==> src/rtl/vga_pkg.sv <==
// Shared types and default 640x480@60 timing for the VGA raster generator.
// Optional frame counter in vga_timing_fsm is enabled with VGA_FRAME_CNT_EN.
package vga_pkg;

  typedef enum logic {S_IDLE, S_RUN} top_state_t;
  typedef enum logic [1:0] {ACT, FP, SYNC, BP} phase_t;

  localparam int DEF_H_ACTIVE = 640;
  localparam int DEF_H_FP     = 16;
  localparam int DEF_H_SYNC   = 96;
  localparam int DEF_H_BP     = 48;
  localparam int DEF_V_ACTIVE = 480;
  localparam int DEF_V_FP     = 10;
  localparam int DEF_V_SYNC   = 2;
  localparam int DEF_V_BP     = 33;
  localparam int DEF_CNT_W    = 10;

  function automatic int max4(input int a, input int b, input int c, input int d);
    int m;
    m = a;
    if (b > m) m = b;
    if (c > m) m = c;
    if (d > m) m = d;
    return m;
  endfunction

endpackage

==> src/rtl/vga_axis_fsm.sv <==
// One raster axis: ACT->FP->SYNC->BP phase FSM with a per-phase length counter.
// Advances on step_i; wrap_o marks the step that leaves the last BP count.
module vga_axis_fsm
  import vga_pkg::*;
#(
  parameter int CNT_W    = 10,
  parameter int LEN_ACT  = 640,
  parameter int LEN_FP   = 16,
  parameter int LEN_SYNC = 96,
  parameter int LEN_BP   = 48
) (
  input  logic             clk,
  input  logic             reset,
  input  logic             step_i,
  output phase_t           phase_o,
  output logic [CNT_W-1:0] cnt_o,
  output logic             wrap_o
);

  phase_t           phase_q, phase_d;
  logic [CNT_W-1:0] cnt_q, cnt_d;
  logic [CNT_W-1:0] last_cnt;
  logic             at_last;

  always_ff @(posedge clk or negedge reset) begin
    if (!reset) begin
      phase_q <= ACT;
      cnt_q   <= '0;
    end else begin
      phase_q <= phase_d;
      cnt_q   <= cnt_d;
    end
  end

  always_comb begin
    last_cnt = CNT_W'(LEN_ACT - 1);
    phase_d  = phase_q;
    cnt_d    = cnt_q;
    unique case (phase_q)
      ACT:  last_cnt = CNT_W'(LEN_ACT - 1);
      FP:   last_cnt = CNT_W'(LEN_FP - 1);
      SYNC: last_cnt = CNT_W'(LEN_SYNC - 1);
      BP:   last_cnt = CNT_W'(LEN_BP - 1);
    endcase
    at_last = (cnt_q == last_cnt);
    if (step_i) begin
      if (at_last) begin
        cnt_d = '0;
        unique case (phase_q)
          ACT:  phase_d = FP;
          FP:   phase_d = SYNC;
          SYNC: phase_d = BP;
          BP:   phase_d = ACT;
        endcase
      end else begin
        cnt_d = cnt_q + CNT_W'(1);
      end
    end
  end

  assign phase_o = phase_q;
  assign cnt_o   = cnt_q;
  assign wrap_o  = step_i && (phase_q == BP) && at_last;

endmodule

==> src/rtl/vga_timing_fsm.sv <==
// VGA raster timing generator: run/stop control over chained H and V axis FSMs.
// Define VGA_FRAME_CNT_EN to add the 16-bit frame_cnt output.
module vga_timing_fsm
  import vga_pkg::*;
#(
  parameter int H_ACTIVE = DEF_H_ACTIVE,
  parameter int H_FP     = DEF_H_FP,
  parameter int H_SYNC   = DEF_H_SYNC,
  parameter int H_BP     = DEF_H_BP,
  parameter int V_ACTIVE = DEF_V_ACTIVE,
  parameter int V_FP     = DEF_V_FP,
  parameter int V_SYNC   = DEF_V_SYNC,
  parameter int V_BP     = DEF_V_BP,
  parameter bit HS_POL   = 1'b0,
  parameter bit VS_POL   = 1'b0,
  parameter int CNT_W    = DEF_CNT_W
) (
  input  logic             clk,
  input  logic             reset,
  input  logic             pix_en,
  input  logic             run,
  output logic             hsync,
  output logic             vsync,
  output logic             video_on,
  output logic [CNT_W-1:0] x,
  output logic [CNT_W-1:0] y,
  output logic             line_end,
  output logic             frame_start,
  output logic             busy
`ifdef VGA_FRAME_CNT_EN
  ,
  output logic [15:0]      frame_cnt
`endif
);

  if (H_ACTIVE < 1 || H_FP < 1 || H_SYNC < 1 || H_BP < 1 ||
      V_ACTIVE < 1 || V_FP < 1 || V_SYNC < 1 || V_BP < 1) begin : g_bad_len
    $error("vga_timing_fsm: every timing length must be at least 1");
  end
  if (max4(max4(H_ACTIVE, H_FP, H_SYNC, H_BP), V_ACTIVE, max4(V_FP, V_SYNC, V_BP, 1), 1) - 1
      >= (1 << CNT_W)) begin : g_bad_width
    $error("vga_timing_fsm: CNT_W too narrow for the timing lengths");
  end

  top_state_t       state_q, state_d;
  phase_t           hphase, vphase;
  logic [CNT_W-1:0] hcnt, vcnt;
  logic             running, hstep, hwrap, vwrap, frame_wrap;

  assign running    = (state_q == S_RUN);
  assign hstep      = running && pix_en;
  assign frame_wrap = hwrap && vwrap;

  vga_axis_fsm #(
    .CNT_W(CNT_W), .LEN_ACT(H_ACTIVE), .LEN_FP(H_FP), .LEN_SYNC(H_SYNC), .LEN_BP(H_BP)
  ) u_haxis (
    .clk(clk), .reset(reset), .step_i(hstep),
    .phase_o(hphase), .cnt_o(hcnt), .wrap_o(hwrap)
  );

  // The vertical axis advances once per completed line.
  vga_axis_fsm #(
    .CNT_W(CNT_W), .LEN_ACT(V_ACTIVE), .LEN_FP(V_FP), .LEN_SYNC(V_SYNC), .LEN_BP(V_BP)
  ) u_vaxis (
    .clk(clk), .reset(reset), .step_i(hwrap),
    .phase_o(vphase), .cnt_o(vcnt), .wrap_o(vwrap)
  );

  always_ff @(posedge clk or negedge reset) begin
    if (!reset) state_q <= S_IDLE;
    else        state_q <= state_d;
  end

  // Dropping run only takes effect at the frame boundary.
  always_comb begin
    state_d = state_q;
    unique case (state_q)
      S_IDLE: if (run) state_d = S_RUN;
      S_RUN:  if (frame_wrap && !run) state_d = S_IDLE;
    endcase
  end

  assign hsync       = (running && hphase == SYNC) ? HS_POL : !HS_POL;
  assign vsync       = (running && vphase == SYNC) ? VS_POL : !VS_POL;
  assign video_on    = running && (hphase == ACT) && (vphase == ACT);
  assign x           = video_on ? hcnt : '0;
  assign y           = video_on ? vcnt : '0;
  assign line_end    = hwrap;
  assign frame_start = hstep && (hphase == ACT) && (vphase == ACT) &&
                       (hcnt == '0) && (vcnt == '0);
  assign busy        = running;

`ifdef VGA_FRAME_CNT_EN
  logic [15:0] frame_cnt_q, frame_cnt_d;

  always_ff @(posedge clk or negedge reset) begin
    if (!reset) frame_cnt_q <= '0;
    else        frame_cnt_q <= frame_cnt_d;
  end

  always_comb begin
    frame_cnt_d = frame_cnt_q;
    if (frame_wrap) frame_cnt_d = frame_cnt_q + 16'd1;
  end

  assign frame_cnt = frame_cnt_q;
`endif

endmodule

==> config.mk <==
export PLATFORM = sky130hd
export DESIGN_NAME = vga_timing_fsm
export DESIGN_NICKNAME = d
export VERILOG_FILES = /design/src/rtl/vga_pkg.sv /design/src/rtl/vga_axis_fsm.sv /design/src/rtl/vga_timing_fsm.sv
export SDC_FILE = /design/constraint.sdc
export NUM_CORES = 1
export LEC_CHECK = 0
export ABC_AREA = 1
export BUFFER_PORTS_ARGS = -buffer_cell sky130_fd_sc_hd__buf_4
export CAP_MARGIN = 20
export CORE_AREA = 2 2 98 53
export CTS_CLUSTER_DIAMETER = 40
export DETAILED_ROUTE_END_ITERATION = 16
export DIE_AREA = 0 0 100 55
export PLACE_DENSITY = 0.73
export SLEW_MARGIN = 20
export SYNTH_ARGS = -nofsm -noshare
export SYNTH_HDL_FRONTEND = slang
export SYNTH_SLANG_ARGS = --single-unit
==> constraint.sdc <==
create_clock -name clk -period 4.8 [get_ports clk]
set_input_delay 0.72 -clock clk [delete_from_list [all_inputs] [get_ports clk]]
set_output_delay 0.72 -clock clk [all_outputs]
set_load 0.005 [all_outputs]
==> summary.txt <==
CTS
  – CTS root buf: clkbuf_8
  – Number of hold buffers added after CTS: 0
  – Setup Buffers After CTS: 0
  – Clock latency on the worst-skew pair: between 0.2 and 0.3 ns
  – Worst-path clk slew: between 0.1 and 0.15 ns
  – Clock buffer count from CTS: 3
  – PostCTS Resize Cnt: 0
  – H-tree depth: 1
  – Clock sink count: 25
  – CTS tree: built
  – Max Root-Sink Buffers: 2

Logic synthesis
  – Mapped Cells: 340
  – Yosys top cell area share: 0.278
  – Syn Nets: between 300 and 400
  – Post-synthesis sequential area ratio: 0.278
  – Ranking of synthesized cells by area: dfrtp_1 (28%), nand2_1 (13%), inv_1 (9.0%)
  – Yosys warnings: 0
  – Synth Cell Area: around 2300 µm²
  – Syn Area/Cell: between 6 and 7 µm²
  – Leading area contributor after synthesis: dfrtp_1
  – Netlist cell types: 34
  – Post-synthesis register bit count: 25

Timing
  – Fmax: between 0.3 and 0.4 GHz
  – RSZ-0062 raised after global routing: no
  – Clock skew: 0.0190 ns
  – Slew headroom: 0.383
  – Period minus WS final: around 3.2 ns
  – Final setup margin: 1.61 ns
  – Setup TNS: 0 ns
  – Tcrit/Tclk final: 0.664
  – Worst slew pin tran: just over 0.9 ns
  – Final setup fails: 0
  – Final Hold Fails: 0
  – Max-slew violations: 0

Critical path
  – Reg2reg setup slack: 2.65 ns
  – FF-to-FF End: u_vaxis.phase_o[0]$_DFFE_PN0P_
  – WP buf/inv: 3
  – Crit-path cells: inv_1, ha_1, nand3_1, inv_1, nand4_1, nor4_1, buf_4
  – WP data arrival: 2.47 ns
  – Worst setup path class: flip-flop to output port
  – Crit start category: flip-flop
  – Cell seen most often among critical-path stages: inv_1
  – Crit-path slowest cell: nand3_1
  – Delay-heaviest family, CP: simple AND/OR/NAND/NOR gates
  – Req. time, crit path: about 4.1 ns
  – Worst-path fanout max: 21
  – Max stage delay on crit path: 0.64 ns
  – R2R Path Start: u_vaxis.phase_o[0]$_DFFE_PN0P_
  – Worst Reg-to-Reg Cells: 12
  – Critical path capture point type: output port

Final layout
  – Share of cells above drive strength 1: 0.186
  – Storage element area: approximately 630 µm²
  – Filler cells: between 400 and 500
  – Antenna diode count: 0
  – Commonest non-fill, non-tap cells in the layout: nand2_1 (79), inv_1 (54), nor2_1 (49)
  – Commonest non-fill, non-tap cell in the layout: nand2_1
  – Multi-input combinational cell area: roughly 1300 µm²
  – Nets: 385
  – P&R area growth vs syn: 12.9%
  – Final cell count without fillers: 426

Die
  – Width of the die: around 100 µm
  – Initial Util: 0.481
  – Chip height: between 50 and 60 µm
  – Core ar.: 4680 µm²
  – Row count: 18
  – Die ar.: around 5500 µm²
  – I/O pins: 30

Placed design
  – IO Port Bufs: 29
  – Post-detail-place hpwl: ~4.6 mm
  – Worst slack at placement: between 1.5 and 2 ns
  – Placed Cells: about 420
  – GPL Wtd Cong: 0.969

Power
  – Worst vdd ir: approximately 0.00023 V
  – Leakage: 0.00140 µW
  – Total power: ~950 µW
  – Power per cell area: ~370 nW/µm²

Status
  – Outcome: complete, no violations

Global route
  – GRT Util Overall: 0.229
  – Largest net degree at the start of global routing: 26
  – Gr ovfl total: 0
  – First-pass GRT wire length: roughly 9.4 mm
  – Vias in the first global route: around 1.8k
  – Number of antenna violations at the first check in global routing: 0

Detailed routing
  – Via count: roughly 2.1k
  – Post-Route WL: between 5 and 6 mm
  – Routed vias/inst: slightly above 5
  – Pre-antenna DRT Iters: 5
  – 1st-iter DRT viols: 200
  – Drt wl/cell: ~14 µm
  – Final ANT Viol Nets: 0
  – DRC: 0

Job
  – MaxCap Viol Count: 0

Hold path
  – Hold crit path type: input pin to async pin
[layer usage]
| layer | GRT usage | vias up | wire (µm) |
|---|---|---|---|
| met2 | 0.297 | 89 | 2060 |
| li1 | - | 1103 | - |
| met3 | 0.0490 | 4 | 565 |
| met4 | 0.0274 | 0 | 21 |
| met5 | 0 | - | 0 |
| met1 | 0.377 | 945 | 3260 |
[stage by stage]
stage	util	hold slack [ns]	instance area [µm²]
after global placement	0.533	0.468	2500
after global routing	0.542	0.350	2540
after CTS	0.542	0.345	2540
after detailed placement	0.533	0.482	2500
final	0.542	0.325	2540
after floorplan	-	0.424	2250
[power by group]
| group | switching [µW] | leakage [µW] | internal, µW |
|---|---|---|---|
| clock network | 76.6 | 0.0000228 | 59.7 |
| logic | 309 | 0.00109 | 207 |
| registers | 47.0 | 0.000279 | 251 |
| total | 432 | 0.00140 | 517 |
[cell usage after synthesis (all sizes together)]
library cell,instances
nor2,59
or2,2
o211ai,1
dfrtp,25
nand3,31
o31ai,1
nor4,1
ha,14
and2,1
clkinv,1
nand4,8
o21ai,13
xnor2,6
inv,60
nand2,89
clkbuf,2
xor2,5
nand3b,2
nor3,6
buf,5
a21oi,8
[how the worst max path moves through the flow]
| stage | cells past startpoint | from | to | slack, ns |
|---|---|---|---|---|
| finish | 7 | u_haxis.phase_o[0]$_DFFE_PN0P_ | frame_start | 1.61 |
| global placement | 7 | u_haxis.phase_o[0]$_DFFE_PN0P_ | frame_start | 2.07 |
| detailed placement | 7 | u_haxis.phase_o[0]$_DFFE_PN0P_ | frame_start | 1.95 |
| global route | 7 | u_haxis.phase_o[0]$_DFFE_PN0P_ | frame_start | 1.43 |
| CTS | 7 | u_haxis.phase_o[0]$_DFFE_PN0P_ | frame_start | 1.64 |
| floorplan | 9 | u_haxis.phase_o[0]$_DFFE_PN0P_ | line_end | 2.71 |
[logic make-up after synthesis]
logic type / synth area share
buf+inv: 0.126
simple gates: 0.422
fa+ha+maj: 0.0778
xor+xnor: 0.0428
flops: 0.278
compound gates: 0.0534
[sequential cells by signal, indices dropped and copies added, names as in the netlist]
name and cells:
u_vaxis.phase_o 2, busy 1, u_vaxis.cnt_o 10, u_haxis.cnt_o 10, u_haxis.phase_o 2
[worst reg2reg max path, cell delays in order, from the launching register on]
cell     delay (ns)
dfrtp_1        0.44
inv_1          0.13
ha_1           0.59
nand2_1        0.11
inv_1          0.07
nand2_1        0.05
nand2_1        0.09
nand3_1        0.16
inv_1          0.10
nand2_2        0.07
nor2_2         0.14
nor2_1         0.06
nor2_1         0.09
[final cells by class]
cell class                 instances  share of cell area
clock buffer                       4              0.0177
inverter                          61              0.0931
multi-input combinational        247               0.528
sequential                        25               0.246
tap                               60              0.0295
timing repair buffer              29              0.0857
No activity file was read; power rests on OpenSTA's default activity.
